## config.mk

```make
export PLATFORM = sky130hd
export DESIGN_NAME = instr_mem_loader
export DESIGN_NICKNAME = d
export VERILOG_FILES = /design/src/rtl/instr_mem_loader_pkg.sv /design/src/rtl/instr_mem_loader_byte_packer.sv /design/src/rtl/instr_mem_loader.sv
export SDC_FILE = /design/constraint.sdc
export NUM_CORES = 1
export LEC_CHECK = 0
export BUFFER_PORTS_ARGS = -buffer_cell sky130_fd_sc_hd__buf_2
export CORE_MARGIN = 3
export CORE_UTILIZATION = 44
export DETAILED_ROUTE_END_ITERATION = 10
export PLACE_DENSITY = 0.66
export RECOVER_POWER = 50
export SYNTH_ARGS = -nofsm -noshare
export SYNTH_HDL_FRONTEND = slang
export SYNTH_SLANG_ARGS = --single-unit
```

## constraint.sdc

```tcl
create_clock -name clk -period 5.06 [get_ports clk]
set_clock_uncertainty 0.1 [all_clocks]
set_input_delay 0.506 -clock clk [delete_from_list [all_inputs] [get_ports clk]]
set_output_delay 0.506 -clock clk [all_outputs]
set_load 0.01 [all_outputs]
```

## src/rtl/instr_mem_loader_pkg.sv

```systemverilog
// Shared instruction-memory geometry and the loader FSM state encoding.
package pkg_imem;

  localparam int IMEM_ADDR_W = 10;
  localparam int IMEM_DATA_W = 32;

  typedef enum logic [1:0] {
    IDLE    = 2'd0,
    COLLECT = 2'd1,
    WRITE   = 2'd2,
    DONE    = 2'd3
  } loader_state_t;

endpackage

```

## src/rtl/instr_mem_loader_byte_packer.sv

```systemverilog
// Big-endian byte-to-word packer: first byte lands in the MSBs; word_ready_o on the last byte's handshake.
// Zero latency on word_ready_o; no backpressure of its own (the caller gates shift_i).
module byte_packer #(
  parameter int DATA_W = 32
) (
  input  logic              clk,
  input  logic              rst_n,
  input  logic              clr_i,
  input  logic              shift_i,
  input  logic [7:0]        byte_i,
  output logic [DATA_W-1:0] word_o,
  output logic              word_ready_o
);

  localparam int BYTES = DATA_W / 8;
  localparam int IDX_W = (BYTES > 1) ? $clog2(BYTES) : 1;
  localparam logic [IDX_W-1:0] LAST_IDX = IDX_W'(BYTES - 1);

  logic [IDX_W-1:0]  idx_q, idx_d;
  logic [DATA_W-1:0] buf_q, buf_d;

  always_comb begin
    idx_d        = idx_q;
    buf_d        = buf_q;
    word_ready_o = shift_i && (idx_q == LAST_IDX);
    if (clr_i) begin
      idx_d = '0;
      buf_d = '0;
    end else if (shift_i) begin
      buf_d = (buf_q << 8) | DATA_W'(byte_i);
      idx_d = word_ready_o ? '0 : idx_q + IDX_W'(1);
    end
  end

  always_ff @(posedge clk or negedge rst_n) begin
    if (!rst_n) begin
      idx_q <= '0;
      buf_q <= '0;
    end else begin
      idx_q <= idx_d;
      buf_q <= buf_d;
    end
  end

  assign word_o = buf_q;

endmodule

```

## src/rtl/instr_mem_loader.sv

```systemverilog
// Loads a byte stream into instruction memory as big-endian words, holding the CPU in reset meanwhile.
// One write cycle after every 4th accepted byte; byte_ready drops outside COLLECT and during abort.
module instr_mem_loader
  import pkg_imem::*;
#(
  parameter int ADDR_W    = IMEM_ADDR_W,
  parameter int DATA_W    = IMEM_DATA_W,
  parameter int BASE_ADDR = 0
) (
  input  logic              clk,
  input  logic              rst_n,
  input  logic              start,
  input  logic              abort,
  input  logic [ADDR_W:0]   num_words,
  input  logic [7:0]        byte_in,
  input  logic              byte_valid,
  output logic              byte_ready,
  output logic              mem_we,
  output logic [ADDR_W-1:0] mem_addr,
  output logic [DATA_W-1:0] mem_din,
  output logic              busy,
  output logic              done,
  output logic              cpu_hold,
  output logic [ADDR_W:0]   words_written,
  output logic [DATA_W-1:0] checksum
);

  localparam logic [ADDR_W-1:0] BASE      = ADDR_W'(BASE_ADDR);
  localparam logic [ADDR_W:0]   MAX_WORDS = {1'b1, {ADDR_W{1'b0}}};

  loader_state_t     state_q, state_d;
  logic [ADDR_W-1:0] addr_q, addr_d;
  logic [ADDR_W:0]   limit_q, limit_d;
  logic [ADDR_W:0]   wcnt_q, wcnt_d;
  logic [DATA_W-1:0] csum_q, csum_d;

  logic              start_ok;
  logic              shift;
  logic              word_ready;
  logic [DATA_W-1:0] word;
  logic [ADDR_W:0]   wcnt_inc;

  assign start_ok   = start && !abort && (state_q == IDLE || state_q == DONE);
  assign byte_ready = (state_q == COLLECT) && !abort;
  assign shift      = byte_valid && byte_ready;
  assign wcnt_inc   = wcnt_q + (ADDR_W + 1)'(1);

  byte_packer #(
    .DATA_W(DATA_W)
  ) u_packer (
    .clk         (clk),
    .rst_n       (rst_n),
    .clr_i       (abort || start_ok),
    .shift_i     (shift),
    .byte_i      (byte_in),
    .word_o      (word),
    .word_ready_o(word_ready)
  );

  always_comb begin
    state_d = state_q;
    addr_d  = addr_q;
    limit_d = limit_q;
    wcnt_d  = wcnt_q;
    csum_d  = csum_q;
    if (abort) begin
      // Counters survive an abort so software can inspect how far the load got.
      state_d = IDLE;
    end else begin
      case (state_q)
        IDLE, DONE: begin
          if (start) begin
            wcnt_d  = '0;
            csum_d  = '0;
            addr_d  = BASE;
            limit_d = (num_words > MAX_WORDS) ? MAX_WORDS : num_words;
            state_d = (num_words == '0) ? DONE : COLLECT;
          end
        end
        COLLECT: begin
          if (word_ready) state_d = WRITE;
        end
        WRITE: begin
          addr_d  = addr_q + ADDR_W'(1);
          wcnt_d  = wcnt_inc;
          csum_d  = csum_q + word;
          state_d = (wcnt_inc == limit_q) ? DONE : COLLECT;
        end
        default: state_d = IDLE;
      endcase
    end
  end

  always_ff @(posedge clk or negedge rst_n) begin
    if (!rst_n) begin
      state_q <= IDLE;
      addr_q  <= BASE;
      limit_q <= '0;
      wcnt_q  <= '0;
      csum_q  <= '0;
    end else begin
      state_q <= state_d;
      addr_q  <= addr_d;
      limit_q <= limit_d;
      wcnt_q  <= wcnt_d;
      csum_q  <= csum_d;
    end
  end

  assign mem_we        = (state_q == WRITE) && !abort;
  assign mem_addr      = addr_q;
  assign mem_din       = word;
  assign busy          = (state_q == COLLECT) || (state_q == WRITE);
  assign cpu_hold      = busy;
  assign done          = (state_q == DONE);
  assign words_written = wcnt_q;
  assign checksum      = csum_q;

endmodule

```

---- Word level (Yosys, flattened, before mapping) ----
Index checks and enable logic that the tools add are counted.
storage, ports and cells
  register bits after elaboration ......... 100
  input bits .............................. 24
  output and inout bits ................... 90
  logic and storage cells ................. 58
operators by class
  $add $sub $neg .......................... 4
  $lt $le $gt $ge ......................... 1
  eq/ne operators ......................... 8
  multiplexer cells ....................... 18
  bitwise operators ....................... 2
  reduce and logical (&&, ||, !) cells .... 18
operator list
  cell                     count
  $mux W32                 3
  $pmux W32 S2             1
  $add A32 B32 Y32         1
  $or A32 B8 Y32           1
  $mux W11                 2
  $pmux W11 S2             1
  $pmux W10 S2             1
  $mux W2                  8
  $add A11 B1 Y11 const B  1
  $eq A11 B11 Y1           1
  $gt A11 B11 Y1 const B   1
  $logic_not A11 Y1        1
  $add A10 B1 Y10 const B  1
  $mux W10                 1
  $eq A2 B2 Y1 const B     3
  $logic_and A1 B1 Y1      6
  $pmux W2 S3              1
  $reduce_and A3 Y1        2
  $reduce_bool A2 Y1       2
  $logic_or A1 B1 Y1       3
  $ne A3 B2 Y1 const B     1
  $ne A3 B3 Y1 const B     1
  $add A2 B1 Y2 const B    1
  $eq A2 B1 Y1 const B     1
  6 further kinds          6

---- Depth between registers and ports, before layout ----
  depth after elaboration ................. 7
  gate-level depth with buffers ........... 13
  depth with buffers taken out ............ 13

---- Hierarchy ----
A second synthesis with hierarchy kept.
second synthesis, totals
  cells, all modules ...................... 641
  area, all modules ....................... 6002.0 µm²
modules (own cells, without submodules)
  module            instances  cells an instance  area each (µm²)  sequential area each (µm²)
  instr_mem_loader  1          529                4574.4           1651.6
  byte_packer       1          112                1427.6           850.8

---- Least setup slack after synthesis ----
No wires, ideal clock.
  kind .................................... register -> register
  from .................................... register u_packer.buf_q[13], in the netlist u_packer.word_o[13]
  to ...................................... register csum_q[31], in the netlist checksum[31]
  library setup time ...................... 64 ps
  data arrival time ....................... 2914 ps
  data required time ...................... 4896 ps
  setup slack ............................. 1982 ps
  cell stages (with the launch flop) ...... 12
  path buffers ............................ 0
  clock period less this slack ............ 3078 ps
  cell sequence ........................... dfrtp_1 > ha_1 > nand4_2 > nor4_2 > o311ai_1 > a311o_1 > a31oi_1 > a31oi_1 > or3_1 > a211o_1 > a21boi_1 > a21o_1
between the ends
  longest elaborated chain between the ends .. 2
ends and longest elaborated chain
  what                    line                                RTL
  from (decl)             instr_mem_loader_byte_packer.sv:20  logic [DATA_W-1:0] buf_q, buf_d;
  from (signal assigned)  instr_mem_loader_byte_packer.sv:41  buf_q <= buf_d;
  $add A32 B32 Y32        instr_mem_loader.sv:86              csum_d = csum_q + word;
  $pmux W32 S2            instr_mem_loader.sv:70              case (state_q)
  to (signal assigned)    instr_mem_loader.sv:106             csum_q <= csum_d;
  to (decl)               instr_mem_loader.sv:35              logic [DATA_W-1:0] csum_q, csum_d;
Every way passes these cells.
A chain may end at the register's enable or synchronous reset.

==> metrics.txt <==
Slowest cell on crit path=clkbuf_1; Rows=42; cell family with most CP delay=buffers and inverters; DP HPWL=between 10000 and 15000 um; Area contributors post-synth=dfrtp_1 42%, nand2_1 8.2%, ha_1 7.7%; Seq/Total Area, Yosys=0.4156; DRT iter0 DRCs=346; cells on worst reg2reg path=13; Worst EP required=5.19 ns; top cell type by total area after synthesis=dfrtp_1; CORE AREA=13300 um2; synthesized flop and latch total=100; vias=around 5400; pwr dens=roughly 250 nW/um2; status=complete, but fails checks; Syn Area/Cell=about 8.8 um2; vias in the first global route=5157; startpoint class of the critical path=primary input; Unique masters post-synth=60; Synth top area share=0.4156; Levels on crit path=2; CP startpoint=rst_n; Root Buffer=clkbuf_16; depth of the CTS H-tree=3; final max-slew violation count=47; type of the most critical hold path=primary input to flip-flop; r2r startpoint=u_packer.word_o[0]; setup slack, reg-to-reg=1.60 ns; CP Cell Sequence=clkbuf_1 -> clkbuf_2; drt wl/cell=about 17 um; RR Endpoint=checksum[30]; CP Class=primary input to async pin; Syn Nets=746; drt total wl=16430 um; drt pass-1 iters=5; Final #Nets=841; Mapped Area=6021 um2; Worst Tran Pin Value=roughly 2.5 ns; Ys Warns=0; Rel. slew slack=-0.6652; hold buffer count at CTS=0; CTS resizes=0; Main synth FF type=dfrtp_1; die area=15120 um2; port bufs=about 110; Final ANT Viol Nets=0; Max Freq=288.9 MHz; synthesized netlist cell count=684; Setup violations, final=0; HP Start=byte_in[1]; first-pass GRT wire length=roughly 26000 um; Starting Density=0.4529; grt ovf=0; period utilization=0.6840; unrepaired setup endpoints after global routing=no; final setup TNS=0 ns; Worst-Skew Late Latency=around 0.36 ns; area grow syn2layout=14.09%; share of layout cells above drive strength 1=0.09706; EDFF count, synth=0; CTS Buffer Depth=2; Worst-path clk slew=0.07 ns; Die Span Y=123.0 um; Final Cell Area=6869 um2; Hold WS=0.2837 ns; failing checks=max-capacitance violations, max-slew violations; P_leak=~0.0031 uW; WP buf/inv=2; Tmin final=3.461 ns; final hold viol count=0; initial antenna violation count=0; crit path capture type=async pin; Max FO, Critical Path=55; clk sinks=100; max incr delay on CP=between 1.5 and 2 ns; Num CTS Buffers=9; Via density=5.654; critical path capture point=checksum[11]; Die X=123.0 um; CTS tree=yes; gp weighted congestion=0.8996; fraction of registers with async set/reset=1.000; largest net degree at the start of global routing=56; Top-Level Pins=114; Ant. Diodes=0; max cap viols=1; Worst EP arrival=3.59 ns; total track usage=0.2162; DP Area=6676 um2; Post-route DRC=0; Setup Buffers After CTS=0; Max VDD drop=165.1 uV
-- cell usage after synthesis, types with 6 or more instances --
library cell    n
a21o_1         16
a21oi_1        59
a22o_1          9
a31oi_1        10
clkbuf_1       28
dfrtp_1       100
ha_1           37
inv_1           9
nand2_1       132
nand2b_1       13
nand3_1        21
nand3b_1        6
nor2_1         36
nor3_1         12
o21a_1          8
o21ai_0        62
o31ai_1         6
xnor2_1        23
xor2_1         20
-- cell families (layout without fill, tap and decap cells) --
kind of cell / Yosys count / count (layout) / share of synthesized area
adders and majority gates: 38 / 38 / 0.08022
and+or+nand+nor: 250 / 250 / 0.1893
AOI/OAI and AO/OA: 205 / 205 / 0.2103
buffers and inverters: 44 / 143 / 0.03512
muxes: 4 / 4 / 0.006858
DFF: 100 / 100 / 0.4156
xor gates and xnor gates: 43 / 43 / 0.06255
-- flip-flops by register name, indices dropped and copies added (netlist names) --
signal,count
state_q,2
checksum,32
words_written,11
mem_addr,10
u_packer.idx_q,2
limit_q,11
u_packer.word_o,32
-- how the worst min path moves through the flow --
stage                               endpoint  depth (start not counted)  slack, ns
final                     u_packer.word_o[1]                          3       0.28
after floorplan                  checksum[0]                          0       0.11
after CTS                        mem_addr[5]                          1       0.06
after global placement          checksum[18]                          2       0.39
after detailed placement          limit_q[1]                          2       0.40
after global routing              limit_q[4]                          2       0.28
-- per-stage QoR --
stage,std cells,util,power (uW),worst slack [ns]
floorplan,684,-,990.0,1.982
global placement,944,0.5022,1055,1.820
detailed placement,944,0.5022,1060,1.635
CTS,959,0.5241,1759,1.587
global route,959,0.5167,1810,0.9120
finish,959,0.5167,1744,1.599
-- area by class of cell --
type	instances	area, um2
fill	1311	6426
multi-input combinational	540	3307
sequential	100	2502
timing repair buffer	119	514.2
clock buffer	9	225.2
tap	176	220.2
clock inverter	6	66.31
inverter	9	33.78
-- placed cells by master, fill, tap and decap left out, types with 6 or more instances in the layout --
cell type	count
nand3b_1	6
nand3_1	21
nand2b_1	13
inv_1	9
o21a_1	8
nor2_1	36
a22o_1	9
o31ai_1	6
nand2_1	132
buf_2	38
a21oi_1	59
dfrtp_1	100
a31oi_1	10
xnor2_1	23
nor3_1	12
ha_1	37
clkbuf_1	75
xor2_1	20
o21ai_0	62
clkbuf_16	9
a21o_1	16
-- routing by layer --
metal,global-route usage,part of all wire,up-vias
met5,0,0,-
met4,0.05606,0.014,0
met3,0.05032,0.052,18
met2,0.3509,0.48,135
met1,0.2934,0.46,2665
li1,-,-,2604
-- where the power goes --
group	total [uW]	switching [uW]	internal, uW
logic	194	133	61.1
clock network	702	321	381
registers	848	23.7	824
-- tightest hold or removal path, cell delays in order --
cell	delay [ns]
buf_2	0.10
nand2_1	0.04
a21oi_1	0.05
(Power assumes the default switching activity.)
